<file path="config.mk">
export PLATFORM = sky130hd
export DESIGN_NAME = alu_result_stage
export DESIGN_NICKNAME = d
export VERILOG_FILES = /design/src/rtl/alu_pkg.sv /design/src/rtl/alu_flag_gen.sv /design/src/rtl/alu_result_stage.sv
export SDC_FILE = /design/constraint.sdc
export NUM_CORES = 1
export LEC_CHECK = 0
export BUFFER_PORTS_ARGS = -buffer_cell sky130_fd_sc_hd__clkbuf_2
export CORE_MARGIN = 3
export CORE_UTILIZATION = 50
export DETAILED_ROUTE_END_ITERATION = 12
export MAX_ROUTING_LAYER = met4
export PLACE_DENSITY = 0.76
export SLEW_MARGIN = 40
export SYNTH_ARGS = -nofsm -noshare
export SYNTH_HDL_FRONTEND = slang
export SYNTH_SLANG_ARGS = --single-unit
</file>
<file path="constraint.sdc">
create_clock -name clk -period 3.3 [get_ports clk]
set_input_delay 0.165 -clock clk [delete_from_list [all_inputs] [get_ports clk]]
set_output_delay 0.165 -clock clk [all_outputs]
set_load 0.02 [all_outputs]
</file>
<file path="src/rtl/alu_pkg.sv">
// Shared ALU definitions: opcode encodings, result-stage state encodings and
// the flag bundle captured alongside each result entry.
package alu_pkg;

  localparam logic [2:0] OP_ADD  = 3'd0;
  localparam logic [2:0] OP_SUB  = 3'd1;
  localparam logic [2:0] OP_XOR  = 3'd2;
  localparam logic [2:0] OP_SLT  = 3'd3;
  localparam logic [2:0] OP_AND  = 3'd4;
  localparam logic [2:0] OP_NAND = 3'd5;
  localparam logic [2:0] OP_NOR  = 3'd6;
  localparam logic [2:0] OP_OR   = 3'd7;

  localparam logic [1:0] EMPTY = 2'd0;
  localparam logic [1:0] ONE   = 2'd1;
  localparam logic [1:0] TWO   = 2'd2;

  typedef struct packed {
    logic zero;
    logic neg;
    logic carry;
    logic ovf;
  } flags_t;

  // Carry/overflow are only meaningful for the adder opcodes.
  function automatic logic is_arith(input logic [2:0] op);
    return (op == OP_ADD) || (op == OP_SUB);
  endfunction

endpackage

</file>
<file path="src/rtl/alu_flag_gen.sv">
// Combinational flag generation for one ALU result.
// Ports: result/op/carry/ovf in; flags (zero, neg, masked carry, masked ovf) out.
module alu_flag_gen
  import alu_pkg::*;
#(
  parameter int unsigned WIDTH = 32
) (
  input  logic [WIDTH-1:0] result,
  input  logic [2:0]       op,
  input  logic             carry,
  input  logic             ovf,
  output flags_t           flags
);

  always_comb begin
    flags       = '0;
    flags.zero  = (result == '0);
    flags.neg   = result[WIDTH-1];
    flags.carry = carry & is_arith(op);
    flags.ovf   = ovf & is_arith(op);
  end

endmodule

</file>
<file path="src/rtl/alu_result_stage.sv">
// Registered ALU result stage: captures result, opcode and flags into a
// 2-entry skid buffer and presents them over valid/ready. Also keeps a sticky
// overflow flag and a wrapping transfer counter.
// Ports: in_valid/in_ready/in_result/in_op/in_carry/in_ovf (upstream),
//        out_valid/out_ready/out_result/out_op/out_zero/out_neg/out_carry/
//        out_ovf (downstream), clr_sticky/sticky_ovf/xfer_count (status).
module alu_result_stage
  import alu_pkg::*;
#(
  parameter int unsigned WIDTH   = 32,
  parameter int unsigned COUNT_W = 16
) (
  input  logic               clk,
  input  logic               rst_n,
  input  logic               in_valid,
  output logic               in_ready,
  input  logic [WIDTH-1:0]   in_result,
  input  logic [2:0]         in_op,
  input  logic               in_carry,
  input  logic               in_ovf,
  output logic               out_valid,
  input  logic               out_ready,
  output logic [WIDTH-1:0]   out_result,
  output logic [2:0]         out_op,
  output logic               out_zero,
  output logic               out_neg,
  output logic               out_carry,
  output logic               out_ovf,
  input  logic               clr_sticky,
  output logic               sticky_ovf,
  output logic [COUNT_W-1:0] xfer_count
);

  logic [1:0]         state_q, state_d;
  logic               in_ready_q, out_valid_q;
  logic [WIDTH-1:0]   main_res_q, skid_res_q;
  logic [2:0]         main_op_q, skid_op_q;
  flags_t             main_flags_q, skid_flags_q;
  flags_t             in_flags;
  logic               sticky_q;
  logic [COUNT_W-1:0] count_q;

  logic in_fire, out_fire;
  logic load_main_in, load_main_skid, load_skid;

  assign in_fire  = in_valid & in_ready_q;
  assign out_fire = out_valid_q & out_ready;

  // Flags are computed once at the input and travel with the entry.
  alu_flag_gen #(.WIDTH(WIDTH)) u_flag_gen (
    .result (in_result),
    .op     (in_op),
    .carry  (in_carry),
    .ovf    (in_ovf),
    .flags  (in_flags)
  );

  // Skid-buffer next-state and entry-load decode.
  always_comb begin
    state_d        = state_q;
    load_main_in   = 1'b0;
    load_main_skid = 1'b0;
    load_skid      = 1'b0;
    case (state_q)
      EMPTY: begin
        if (in_fire) begin
          load_main_in = 1'b1;
          state_d      = ONE;
        end
      end
      ONE: begin
        if (in_fire && !out_fire) begin
          load_skid = 1'b1;
          state_d   = TWO;
        end else if (in_fire && out_fire) begin
          load_main_in = 1'b1;
        end else if (out_fire) begin
          state_d = EMPTY;
        end
      end
      TWO: begin
        if (out_fire) begin
          load_main_skid = 1'b1;
          state_d        = ONE;
        end
      end
      default: state_d = EMPTY;
    endcase
  end

  // State plus handshake flags registered from next state, so neither
  // ready nor valid has a combinational path from the other side.
  always_ff @(posedge clk or negedge rst_n) begin
    if (!rst_n) begin
      state_q     <= EMPTY;
      in_ready_q  <= 1'b1;
      out_valid_q <= 1'b0;
    end else begin
      state_q     <= state_d;
      in_ready_q  <= (state_d != TWO);
      out_valid_q <= (state_d != EMPTY);
    end
  end

  // Entry registers.
  always_ff @(posedge clk or negedge rst_n) begin
    if (!rst_n) begin
      main_res_q   <= '0;
      main_op_q    <= '0;
      main_flags_q <= '0;
      skid_res_q   <= '0;
      skid_op_q    <= '0;
      skid_flags_q <= '0;
    end else begin
      if (load_main_in) begin
        main_res_q   <= in_result;
        main_op_q    <= in_op;
        main_flags_q <= in_flags;
      end else if (load_main_skid) begin
        main_res_q   <= skid_res_q;
        main_op_q    <= skid_op_q;
        main_flags_q <= skid_flags_q;
      end
      if (load_skid) begin
        skid_res_q   <= in_result;
        skid_op_q    <= in_op;
        skid_flags_q <= in_flags;
      end
    end
  end

  // Status: sticky overflow (set beats clear) and wrapping transfer count.
  always_ff @(posedge clk or negedge rst_n) begin
    if (!rst_n) begin
      sticky_q <= 1'b0;
      count_q  <= '0;
    end else begin
      if (out_fire && main_flags_q.ovf) begin
        sticky_q <= 1'b1;
      end else if (clr_sticky) begin
        sticky_q <= 1'b0;
      end
      if (out_fire) begin
        count_q <= count_q + COUNT_W'(1);
      end
    end
  end

  assign in_ready   = in_ready_q;
  assign out_valid  = out_valid_q;
  assign out_result = main_res_q;
  assign out_op     = main_op_q;
  assign out_zero   = main_flags_q.zero;
  assign out_neg    = main_flags_q.neg;
  assign out_carry  = main_flags_q.carry;
  assign out_ovf    = main_flags_q.ovf;
  assign sticky_ovf = sticky_q;
  assign xfer_count = count_q;

endmodule

</file>
==> flow_summary.toml <==
[clock_tree]
cts-root-buf = "clkbuf_8"
ctsHtreeMaxLevel = 3
insertion_delay_ps = 360
cts.clk_slew.worst_paths_ps = 90
cts.sinks = 97
cts_tree = "yes"
cts.path.max_buffers = 2
cts_buffers = 9

[synthesis]
seq_area_frac_synth_pct = 59.8
post-synth-top-area-cell = "dfrtp_1"
synth_area_leaders = "dfrtp_1 59%, mux2_2 10%, a22o_1 7.5%, a21o_1 6.7%, xnor2_1 2.4%"
netlist_area_um2 = 4060
ys_types = 33
postSynthCellCount = 309
ys_ff_latch = 97
yosysWarnings = 0
synth_most_common_cell = "dfrtp_1"
synth_edf_count = 0
syn_avg_cell_area_um2 = 13.1
synth-main-ff-cell = "dfrtp_1"
synth_common_cells = "96 x dfrtp_1, 37 x mux2_2, 36 x a21o_1"
netlist.area_leader.share_pct = 59.1
async_flop_share_pct = 100
syn-num-nets = 352

[finish]
fin_cells = 516
fillers = 637
layout-drive-gt1-share_pct = 38.9
utilization_pct = 62.8
antenna_cells = 0
syn_to_final_growth_pct = 20.8
fin_nets = 452

[worst_setup_path]
worst_setup_path_end_kind = "flip-flop"
r2r_slack_ps = 1140
reg2reg_depth = 4
arrival_ps = 2400
rr_startpoint = "state_q[0]"
setup.worst_path.class = "reg2reg"
r2r-end = "out_carry"
startpoint_type = "flip-flop"
cp_max_fo = 39
cp.required_ps = 3540

[place]
place_hpwl_um = 5880
port_buffers = 99
place_inst = 497
place_congestion = 0.804
pre_cts_ws_ps = 1200

[hold_path]
hold-path-endpoint = "skid_flags_q[1]"
min_from = "in_carry"
whs_path_depth = 3
hp-class = "in2reg"

[global_route]
grt_max_degree = 88
grt-ovfl-total = 0
antenna_found_initial = 0
grt_usage_pct = 19.4
grt_pass1_vias = 2814
grt_pass1_wl_um = 13400

[drt]
drcViolationCount = 0
vias = 2875
wl_um = 8330
viasPerCell = 5.57
drtIter0Drc = 143
ant_nets = 0
first_pass_iters = 4
wl_per_cell_um = 16.1

[run]
maxCapViolCount = 0

[sta]
relSlewSlack_pct = 47.6
tightest_slew_ps = 786
timing.final.crit_period_ps = 2160
rsz0062_at_grt = "false"
layout_setup_ws_ps = 1140
timing.final.crit_share_pct = 65.4
hold-worst-slack_ps = 44.9
hold_viol_final = 0
fin_setup_tns_ps = 0
slew_violations = 0
setup_viol = 0
max_freq_mhz = 463
finalClockSkew_ps = 18.4

[die]
rows = 32
fp.dieW_um = 96.1
die_h_um = 96.1
pin_count = 100
start_util_pct = 52.0
dieArea_um2 = 9240
core_area_um2 = 7810

[outcome]
status = "finished clean"

[power_and_ir_drop]
p_leak_nw = 2.57
powerDensity_nw_per_um2 = 949
peakVddDrop_v = 0.000478
## metrics by stage
step | instance area [um2] | total power (W)
floorplan | 4060 | 0.00324
global placement | 4620 | 0.00368
detailed placement | 4630 | 0.00376
CTS | 4890 | 0.00467
global route | 4900 | 0.00494
finish | 4900 | 0.00466
## flip-flops by register name (all words and copies together), names as in the netlist
name          count
in_ready          1
out_carry         1
out_op            3
out_ovf           1
out_result       32
out_valid         1
out_zero          1
skid_flags_q      3
skid_op_q         3
skid_res_q       32
state_q           2
sticky_ovf        1
xfer_count       16
## cells by family after synthesis
group	Yosys count	share of synthesized area (%)
xor+xnor	15	3.23
flops	97	59.8
fa+ha+maj	1	0.308
simple gates	55	7.12
buf+inv	21	2.96
compound gates	82	16.1
mux	38	10.5
## critical path: stages (launching register included)
cell and delay [ps]:
dfrtp_1 440, and4b_2 840, nor2_4 240, buf_8 230
a221o_1 290
## metal layers
layer | GRT usage [%] | share of wire [%] | vias up
met4 | 5.69 | 1.0 | 0
met2 | 30.5 | 48 | 82
met1 | 24.9 | 44 | 1444
met5 | - | 0 | -
met3 | 4.77 | 6.6 | 11
li1 | - | - | 1338
## final cells by class
cell class,instances,area (um2),share of cell area [%]
Inverter,3,11.3,0.230
Tap cell,102,128,2.60
Sequential cell,97,2430,49.5
Clock inverter,6,114,2.32
Multi-Input combinational cell,191,1520,31.0
Clock buffer,10,128,2.60
Timing Repair Buffer,107,577,11.8
## what timing repair did
item,4_1_cts,5_1_grt
gates resized for setup,0,0
hold endpoints to repair,86,0
buffers inserted,0,0
hold buffers,2,0
## worst max path at each step
stage	slack, ps	endpoint	startpoint
finish	1140	out_carry	state_q[0]
global route	950	out_carry	state_q[0]
CTS	1180	out_carry	state_q[0]
detailed placement	1200	out_ovf	state_q[0]
global placement	1200	out_carry	state_q[0]
floorplan	1700	out_op[2]	out_valid
## cell usage in the layout (no fill, tap or decap), drive strengths merged, types with 3 or more instances in the layout
master	synthesis	final
a21o	36	36
xor2	4	4
nand3	7	7
dfrtp	96	96
a22o	35	35
and3	3	3
buf	16	6
mux2	37	37
o21ai	3	3
bufinv	0	3
nor2	8	8
clkbuf	2	109
inv	3	4
nand2	15	15
nand4	6	6
nor4	9	9
xnor2	11	11
## power by group
| part | internal (W) | switching, W | total [W] |
|---|---|---|---|
| combinational | 0.000793 | 0.000925 | 0.00172 |
| clock | 0.000507 | 0.000412 | 0.000919 |
| sequential | 0.00170 | 0.000315 | 0.00202 |
Note: power is estimated with default switching activity, not from simulation.
